$ cat src/rtl/mm_sched_pkg.sv
// mm_sched_pkg: shared slot-state encoding, default sizing and clog2 helper for the MM slot scheduler.
package mm_sched_pkg;
  typedef enum logic [2:0] {
    S_IDLE,
    S_WAIT_A,
    S_RUN_A,
    S_WAIT_C,
    S_RUN_C,
    S_DONE
  } slot_state_t;
  localparam int DEF_NUM_SLOTS = 4;
  localparam int DEF_NUM_ROUNDS = 43;
  function automatic int clog2(input int n);
    int r;
    r = 0;
    while ((1 << r) < n) r++;
    return r;
  endfunction
endpackage

$ cat src/rtl/mm_slot_scheduler_rr_arbiter.sv
// rr_arbiter: N-way round-robin picker; search starts at ptr, which parks on an unaccepted grant to keep it stable.
module rr_arbiter #(
  parameter int N = 4,
  parameter int W = mm_sched_pkg::clog2(N)
) (
  input  logic         clk,
  input  logic         rst_n,
  input  logic [N-1:0] req,
  input  logic         adv,
  output logic         gnt_valid,
  output logic [W-1:0] gnt_idx
);
  logic [W-1:0]   ptr;
  logic [W-1:0]   off;
  logic [2*N-1:0] dbl;
  logic [N-1:0]   rot;
  logic [W:0]     sum;
  assign dbl = {req, req} >> ptr;
  assign rot = dbl[N-1:0];
  assign sum = {1'b0, ptr} + {1'b0, off};
  always_comb begin
    gnt_valid = 1'b0;
    off = '0;
    for (int i = N - 1; i >= 0; i--)
      if (rot[i]) begin
        gnt_valid = 1'b1;
        off = W'(i);
      end
  end
  assign gnt_idx = !gnt_valid ? '0 : sum >= (W+1)'(N) ? W'(sum - (W+1)'(N)) : W'(sum);
  always_ff @(posedge clk or negedge rst_n)
    if (!rst_n) ptr <= '0;
    else if (gnt_valid) ptr <= !adv ? gnt_idx : gnt_idx == W'(N - 1) ? '0 : gnt_idx + 1'b1;
endmodule

$ cat src/rtl/mm_slot_scheduler.sv
// mm_slot_scheduler: tracks concurrent Montgomery jobs through NUM_ROUNDS of phase A / phase C and retires them by tag.
module mm_slot_scheduler
  import mm_sched_pkg::*;
#(
  parameter int NUM_SLOTS  = DEF_NUM_SLOTS,
  parameter int SLOT_W     = clog2(NUM_SLOTS),
  parameter int NUM_ROUNDS = DEF_NUM_ROUNDS,
  parameter int ROUND_W    = 6,
  parameter int TAG_W      = 8
) (
  input  logic               clk,
  input  logic               rst_n,
  input  logic               in_valid,
  output logic               in_ready,
  input  logic [TAG_W-1:0]   in_tag,
  input  logic               in_square,
  output logic               issue_a,
  output logic [SLOT_W-1:0]  issue_a_slot,
  output logic [ROUND_W-1:0] issue_a_round,
  input  logic               done_a,
  input  logic [SLOT_W-1:0]  done_a_slot,
  output logic               issue_c,
  output logic [SLOT_W-1:0]  issue_c_slot,
  output logic               issue_c_last,
  input  logic               done_c,
  input  logic [SLOT_W-1:0]  done_c_slot,
  output logic               out_valid,
  input  logic               out_ready,
  output logic [TAG_W-1:0]   out_tag,
  output logic [SLOT_W-1:0]  out_slot,
  output logic               out_square,
  output logic               busy,
  output logic               full,
  output logic               err
);
  localparam logic [ROUND_W-1:0] LAST = ROUND_W'(NUM_ROUNDS - 1);
  slot_state_t        st     [NUM_SLOTS];
  slot_state_t        st_nxt [NUM_SLOTS];
  logic [ROUND_W-1:0] rnd    [NUM_SLOTS];
  logic [ROUND_W-1:0] rnd_nxt[NUM_SLOTS];
  logic [TAG_W-1:0]   tag_r  [NUM_SLOTS];
  logic               sq_r   [NUM_SLOTS];
  logic [NUM_SLOTS-1:0] idle, req_a, req_c, req_o;
  logic [SLOT_W-1:0]  free_idx;
  logic               acc, retire, clash, ok_a, ok_c, bad;
  for (genvar i = 0; i < NUM_SLOTS; i++) begin : g_vec
    assign idle[i]  = st[i] == S_IDLE;
    assign req_a[i] = st[i] == S_WAIT_A;
    assign req_c[i] = st[i] == S_WAIT_C;
    assign req_o[i] = st[i] == S_DONE;
  end
  always_comb begin
    free_idx = '0;
    for (int i = NUM_SLOTS - 1; i >= 0; i--)
      if (idle[i]) free_idx = SLOT_W'(i);
  end
  rr_arbiter #(.N(NUM_SLOTS), .W(SLOT_W)) u_arb_a (
    .clk(clk), .rst_n(rst_n), .req(req_a), .adv(issue_a), .gnt_valid(issue_a), .gnt_idx(issue_a_slot)
  );
  rr_arbiter #(.N(NUM_SLOTS), .W(SLOT_W)) u_arb_c (
    .clk(clk), .rst_n(rst_n), .req(req_c), .adv(issue_c), .gnt_valid(issue_c), .gnt_idx(issue_c_slot)
  );
  rr_arbiter #(.N(NUM_SLOTS), .W(SLOT_W)) u_arb_o (
    .clk(clk), .rst_n(rst_n), .req(req_o), .adv(out_ready), .gnt_valid(out_valid), .gnt_idx(out_slot)
  );
  assign acc    = in_valid & in_ready;
  assign retire = out_valid & out_ready;
  // both strobes on one slot can never be legal, so neither is applied
  assign clash  = done_a & done_c & (done_a_slot == done_c_slot);
  assign ok_a   = done_a & ~clash & (st[done_a_slot] == S_RUN_A);
  assign ok_c   = done_c & ~clash & (st[done_c_slot] == S_RUN_C);
  assign bad    = (done_a & ~ok_a) | (done_c & ~ok_c);
  always_comb begin
    for (int i = 0; i < NUM_SLOTS; i++) begin
      st_nxt[i]  = st[i];
      rnd_nxt[i] = rnd[i];
      if (acc && free_idx == SLOT_W'(i)) begin
        st_nxt[i]  = S_WAIT_A;
        rnd_nxt[i] = '0;
      end
      if (issue_a && issue_a_slot == SLOT_W'(i)) st_nxt[i] = S_RUN_A;
      if (issue_c && issue_c_slot == SLOT_W'(i)) st_nxt[i] = S_RUN_C;
      if (ok_a && done_a_slot == SLOT_W'(i)) st_nxt[i] = S_WAIT_C;
      if (ok_c && done_c_slot == SLOT_W'(i)) begin
        st_nxt[i]  = rnd[i] == LAST ? S_DONE : S_WAIT_A;
        rnd_nxt[i] = rnd[i] == LAST ? rnd[i] : rnd[i] + 1'b1;
      end
      if (retire && out_slot == SLOT_W'(i)) st_nxt[i] = S_IDLE;
    end
  end
  always_ff @(posedge clk or negedge rst_n)
    if (!rst_n) begin
      err <= 1'b0;
      for (int i = 0; i < NUM_SLOTS; i++) begin
        st[i]    <= S_IDLE;
        rnd[i]   <= '0;
        tag_r[i] <= '0;
        sq_r[i]  <= 1'b0;
      end
    end else begin
      err <= err | bad;
      for (int i = 0; i < NUM_SLOTS; i++) begin
        st[i]  <= st_nxt[i];
        rnd[i] <= rnd_nxt[i];
        if (acc && free_idx == SLOT_W'(i)) begin
          tag_r[i] <= in_tag;
          sq_r[i]  <= in_square;
        end
      end
    end
  assign issue_a_round = issue_a ? rnd[issue_a_slot] : '0;
  assign issue_c_last  = issue_c && rnd[issue_c_slot] == LAST;
  assign out_tag       = out_valid ? tag_r[out_slot] : '0;
  assign out_square    = out_valid & sq_r[out_slot];
  assign full          = ~|idle;
  assign busy          = ~&idle;
  assign in_ready      = ~full;
endmodule

$ cat config.mk
export PLATFORM = sky130hd
export DESIGN_NAME = mm_slot_scheduler
export DESIGN_NICKNAME = d
export VERILOG_FILES = /design/src/rtl/mm_sched_pkg.sv /design/src/rtl/mm_slot_scheduler_rr_arbiter.sv /design/src/rtl/mm_slot_scheduler.sv
export SDC_FILE = /design/constraint.sdc
export NUM_CORES = 1
export LEC_CHECK = 0
export BUFFER_PORTS_ARGS = -buffer_cell sky130_fd_sc_hd__buf_2
export CORE_ASPECT_RATIO = 1.2
export CORE_MARGIN = 2
export CORE_UTILIZATION = 32
export CTS_CLUSTER_SIZE = 30
export DETAILED_ROUTE_END_ITERATION = 12
export SLEW_MARGIN = 40
export SYNTH_ARGS = -nofsm -noshare
export SYNTH_HDL_FRONTEND = slang
export SYNTH_SLANG_ARGS = --single-unit
$ cat constraint.sdc
create_clock -name clk -period 5.85 [get_ports clk]
set_input_delay 0.585 -clock clk [delete_from_list [all_inputs] [get_ports clk]]
set_output_delay 0.585 -clock clk [all_outputs]
set_load 0.005 [all_outputs]
After elaboration in Yosys (flattened, before gate mapping)
Cells that the tools add are included.
- $add $sub $neg: 13
- multipliers: 0
- divide/modulo/power cells: 0
- $lt $le $gt $ge: 8
- eq/ne operators: 42
- shift operators: 3
- mux-type cells: 98
- bitwise gates (word level): 21
- reduce and logical (&&, ||, !) cells: 51
- operators by type and width (operator ; number):
    two-way mux 6 bit ; 17
    two-way mux 3 bit ; 32
    two-way mux 2 bit ; 26
    == test 6 bit (second input constant) ; 5
    logical AND 1 bit ; 25
    adder 6 x 1 -> 6 bit (second input constant) ; 4
    binary-select mux 6 bit (select 2 bit) ; 2
    == test 2 bit (second input constant) ; 12
    >= comparator 3 bit (second input constant) ; 8
    two-way mux 8 bit ; 3
    nonzero test 6 bit ; 4
    right shift 8 x 2 -> 4 bit ; 3
    binary-select mux 8 bit (select 2 bit) ; 1
    == test 3 x 2 -> 1 bit (second input constant) ; 5
    == test 3 bit (second input constant) ; 5
    inverter 2 -> 3 bit ; 5
    two-way mux 1 bit ; 14
    binary-select mux 3 bit (select 2 bit) ; 2
    == test 2 x 1 -> 1 bit (second input constant) ; 6
    == test 3 x 1 -> 1 bit (second input constant) ; 4
    zero test 2 bit ; 6
    zero test 3 bit ; 4
    bitwise AND 1 bit ; 11
    adder 2 x 2 -> 3 bit ; 3
    other kinds (12) ; 29
- register bits after elaboration: 79
- latch bits: 0
- RAM bits: 0
- memory bits (read-only): 0
- bits of input ports: 19
- word-level logic and storage cells: 256
- memories kept: 0

Depth between registers and ports, before layout
- depth after elaboration: 17
- depth in mapped cells: 17
- gate-level depth less buffers: 14

Hierarchy
From an unflattened synthesis, not the netlist that was laid out.
- cell total of the unflattened synthesis: 594
- area total of the unflattened synthesis: 5368.9 um^2
- by module, submodules not included (module ; times used ; cells each ; area each (um^2)):
    mm_slot_scheduler ; 1 ; 450 ; 4325.4
    rr_arbiter ; 3 ; 48 ; 347.8

Worst setup path before layout
OpenSTA, ideal clock, no wires.
- path type: reg2out
- from: register st[1] (netlist bit)
- to: output port issue_a_round[3]
- arrival: 3.103 ns
- data required time: 5.265 ns
- setup slack: 2.162 ns
- stages on the path, launching flop included: 15
- buffers on the path: 3
- path through: dfrtp_1 buf_2 nor3b_2 clkbuf_1 nor2_1 o21a_1 a21oi_1 nand3b_1 ha_1 buf_1 mux2_2 o41ai_1 o32ai_1 a31oi_1 o22ai_1
- longest elaborated chain between the ends: 15
- elaborated cells between the ends (all ways): 20
- RTL lines (element ; line ; text):
    start: declaration ; mm_slot_scheduler.sv:37 ; slot_state_t st [NUM_SLOTS];
    start signal: indexed assignment ; mm_slot_scheduler.sv:103 ; st[i] <= st_nxt[i];
    == test 3 x 1 -> 1 bit (*) ; mm_slot_scheduler.sv:48 ; assign req_a[i] = st[i] == S_WAIT_A;
    right shift 8 x 2 -> 4 bit (*) ; mm_slot_scheduler_rr_arbiter.sv:18 ; assign dbl = {req, req} >> ptr;
    two-way mux 2 bit (4 in series) ; mm_slot_scheduler_rr_arbiter.sv:25 ; if (rot[i]) begin
    adder 2 x 2 -> 3 bit ; mm_slot_scheduler_rr_arbiter.sv:20 ; assign sum = {1'b0, ptr} + {1'b0, off};
    >= comparator 3 bit / subtractor 2 x 1 -> 2 bit (equally long branches) ; mm_slot_scheduler_rr_arbiter.sv:30 ; assign gnt_idx = !gnt_valid ? '0 : sum >= (W+1)'(N) ? W'(sum - (W+1)'(N)) : W'(sum);
    two-way mux 2 bit (2 in series) ; mm_slot_scheduler_rr_arbiter.sv:30 ;
    inverter 2 -> 3 bit (not written as such) ; mm_slot_scheduler.sv:111 ; assign issue_a_round = issue_a ? rnd[issue_a_slot] : '0;
    binary-select mux 6 bit (select 2 bit) ; mm_slot_scheduler.sv:111 ;
    two-way mux 6 bit (not written as such) (2 in series) ; mm_slot_scheduler.sv:111 ;
    two-way mux 6 bit (*) ; mm_slot_scheduler.sv:111 ;
    end: declaration ; mm_slot_scheduler.sv:19 ; output logic [ROUND_W-1:0] issue_a_round,
Mark *: on every way between the ends. The rest lies on a longest branch, timed or not. The select of a mux whose other input is x is not followed.

Final worst setup path
- from: register st[11] (netlist bit)
- to: output port out_tag[0]
- longest elaborated chain between the ends: 15
- elaborated cells between the ends (all ways): 20
- RTL lines (element ; line ; text):
    == test 3 bit (*) ; mm_slot_scheduler.sv:50 ; assign req_o[i] = st[i] == S_DONE;
    right shift 8 x 2 -> 4 bit (*) ; mm_slot_scheduler_rr_arbiter.sv:18 ;
    two-way mux 2 bit (4 in series) ; mm_slot_scheduler_rr_arbiter.sv:25 ;
    adder 2 x 2 -> 3 bit ; mm_slot_scheduler_rr_arbiter.sv:20 ;
    >= comparator 3 bit / subtractor 2 x 1 -> 2 bit (equally long branches) ; mm_slot_scheduler_rr_arbiter.sv:30 ;
    two-way mux 2 bit (2 in series) ; mm_slot_scheduler_rr_arbiter.sv:30 ;
    inverter 2 -> 3 bit (not written as such) ; mm_slot_scheduler.sv:113 ; assign out_tag = out_valid ? tag_r[out_slot] : '0;
    binary-select mux 8 bit (select 2 bit) ; mm_slot_scheduler.sv:113 ;
    two-way mux 8 bit (not written as such) (2 in series) ; mm_slot_scheduler.sv:113 ;
    two-way mux 8 bit (*) ; mm_slot_scheduler.sv:113 ;
    end: declaration ; mm_slot_scheduler.sv:29 ; output logic [TAG_W-1:0] out_tag,
Marked as above.

==> summary.md <==
| Metric | Value |
|---|---|
| Status | finished, final reports clean |
| Worst EP required | 5270 ps |
| Clock Root Buffer | clkbuf_16 |
| Slew margin rel. | 0.4952 |
| Area grow syn2layout | 11.92% |
| Final setup viols | 0 |
| Synth Instances | 703 |
| Layout cells sized above 1 | 0.1911 |
| Die Wd | 130.8 microns |
| Post-CTS sizing | 0 |
| Clock sink total | 79 |
| Dpl hpwl | 12710 microns |
| Max-slew violation count | 0 |
| Clock Skew | 6.970 ps |
| Number of I/O pins | 48 |
| Ys Warns | 0 |
| TritonCTS Buffers | 9 |
| Largest area contributor in the synthesized netlist | dfrtp_1 |
| IR drop worst, VDD | 0.0005063 V |
| # placed instances | 961 |
| Clk slew on worst S/H paths | 60 ps |
| Switching portion of total power | 0.4718 |
| Die Footprint | 0.02042 sq mm |
| Mean post-synth cell area | 8.782 sq um |
| Total grt overflow | 0 |
| Nets@finish | 759 |
| Clock period minus worst slack | 4542 ps |
| Number of H-tree levels | 3 |
| Top cells by count, synth | nand2_1, dfrtp_1, nor2_1, mux2_2, nand3_1 |
| Worst R2R Path Depth | 10 |
| Switch Pwr | 1.924 mW |
| Max-Cap Viols | 0 |
| Finished Layout Cells | 978 |
| Critical Setup Path Class | register to primary output |
| Flop pwr share | 0.249 |
| Routed WL | 17500 microns |
| Ys async rst share | 1.000 |
| Vias per cell | 5.628 |
| Post-synth EDFFs | 0 |
| First-pass iteration count of the detailed router | 5 |
| Fmax | 220.2 MHz |
| Leak Pwr | 2.912 nW |
| Clk network pwr share | 0.146 |
| Largest cells by area after synthesis | dfrtp_1, mux2_2, nand2_1 |
| Startpoint Class | register |
| Via count | 5504 |
| Worst-skew pair later-pin latency | 350 ps |
| R2r startpoint | st[11] |
| Post-synthesis sequential area ratio | 0.3202 |
| Register bit total from synthesis | 79 |
| Initial core utilization | 0.3274 |
| Die H | 156.2 microns |
| RSZ-0062 raised after global routing | no |
| Worst Setup End Kind | primary output |
| Distinct cells, synth | 77 |
| Fin crit share | 0.7765 |
| Setup repair bufs after CTS | 0 |
| P per Cell Area | 590.4 mW/mm^2 |
| Routed WL per cell | 17.90 microns |
| Largest net degree at the start of global routing | 64 |
| Port buffer count | 47 |
| Tot GR Track Use | 0.1761 |
| Most used DFF post-synth | dfrtp_1 |
| Gate power share | 0.604 |
| Number of global-route vias before repair | 5144 |
| Iteration-0 DRC count of the detailed router | 443 |
| R2r setup slk | 2140 ps |
| R2r endpoint | st[4] |
| GP Congestion | 0.8691 |
| Top-area cell type share of the netlist area | 0.3202 |
| TritonCTS clock tree | built |
| Final Hold Fails | 0 |
| Worst Path Max Fanout | 20 |
| Antenna violations before repair | 0 |
| Setup TNS Final | 0 ps |
| Synthesized Nets | 745 |
| Worst Path Arrival | 3960 ps |
| Mapped Area | 0.006173 sq mm |
| Bufs on Longest Clock Path | 2 |
| Rows | 55 |
| Internal | 2.155 mW |
| Core area | 0.01886 sq mm |
| Residual DRC count | 0 |
| # diodes | 0 |
| HP Class | primary input to asynchronous set/reset pin |
| Slew @ Worst Pin | 757.3 ps |
| First-pass GRT wire length | 28190 microns |
| Most frequent cell after synthesis | nand2_1 |
| CTS Hold Bufs | 0 |
| Antenna Violating Nets Remaining | 0 |
[sequential cells by signal (all words and copies together) (netlist names)]
register / flops
u_arb_c.ptr: 2
tag_r: 32
rnd: 24
err: 1
u_arb_o.ptr: 2
u_arb_a.ptr: 2
sq_r: 4
st: 12
[worst max-delay path by stage]
stage	cells past startpoint	from	endpoint
floorplan	14	st[1]	issue_a_round[3]
detailed placement	12	st[6]	issue_a_round[3]
finish	11	st[11]	out_tag[0]
CTS	12	st[6]	issue_a_round[3]
global route	11	st[4]	out_tag[4]
global placement	11	st[4]	out_tag[5]
[cells by family after synthesis]
group                      share of synthesized area
muxes                                        0.09749
buffers and inverters                        0.05452
AOI/OAI and AO/OA                             0.2017
and+or+nand+nor                               0.2667
xor gates and xnor gates                     0.01277
DFF                                           0.3202
adders and majority gates                    0.04662
[metrics by stage]
stage          hold slack, ps  worst slack (ps)  total power, mW  instance area (sq um)  utilization
3_5_place_dp            461.5              1621            3.465                   6580       0.3490
3_3_place_gp            456.6              1532            3.416                   6538       0.3467
5_1_grt                 120.1              1090            4.397                   6909       0.3664
2_1_floorplan           289.4              2162            2.826                   6173            -
6_report                108.0              1308            4.079                   6909       0.3664
4_1_cts                 109.6              1248            4.076                   6892       0.3655
[layout by cell type (no fill, tap or decap), drive strengths merged, types with 16 or more instances in the layout]
master	count
nand2	90
dfrtp	79
buf	55
nor2	40
nand3	34
mux2	34
inv	30
a21oi	28
o21ai	24
ha	23
and3	19
nor3	18
mux2i	17
o41ai	17
a211oi	17
nand3b	16
[routing by layer]
layer  share of wire  routed length, microns  GRT usage  vias up
met2            0.48                    8464     0.2862      158
li1                -                       -          -     2656
met1            0.45                    7945     0.2414     2669
met4           0.021                     367    0.05826        0
met5               0                       0          0        -
met3           0.042                     727    0.02195       21
[power groups by stage]
| stage | sequential, mW | clock [mW] | combinational, mW |
|---|---|---|---|
| 3_5_place_dp | 1.02 | 0 | 2.45 |
| 2_1_floorplan | 0.873 | 0 | 1.95 |
| 5_1_grt | 1.05 | 0.629 | 2.71 |
| 6_report | 1.02 | 0.597 | 2.47 |
| 4_1_cts | 1.01 | 0.606 | 2.46 |
| 3_3_place_gp | 1.01 | 0 | 2.41 |
[area by class of cell]
type                    count  area, sq um
repair buffers             55        309.0
fillers                  1982        11950
clock inverters             6        72.57
clock buffers              10        239.0
well taps                 256        320.3
multi-input cells         546         3894
inverters                  26        97.59
flip-flops and latches     79         1977
[critical path, cell delays in order, from the launching register on]
cell and delay (ps):
dfrtp_1 580, and3b_1 730, nor3_1 110, a311oi_1 260, o21ai_0 120, ha_2 700
mux2_2 400, o41ai_1 100, nor3_1 90, a211oi_1 240, o32ai_1 120, buf_2 170
(Power assumes the default switching activity.)
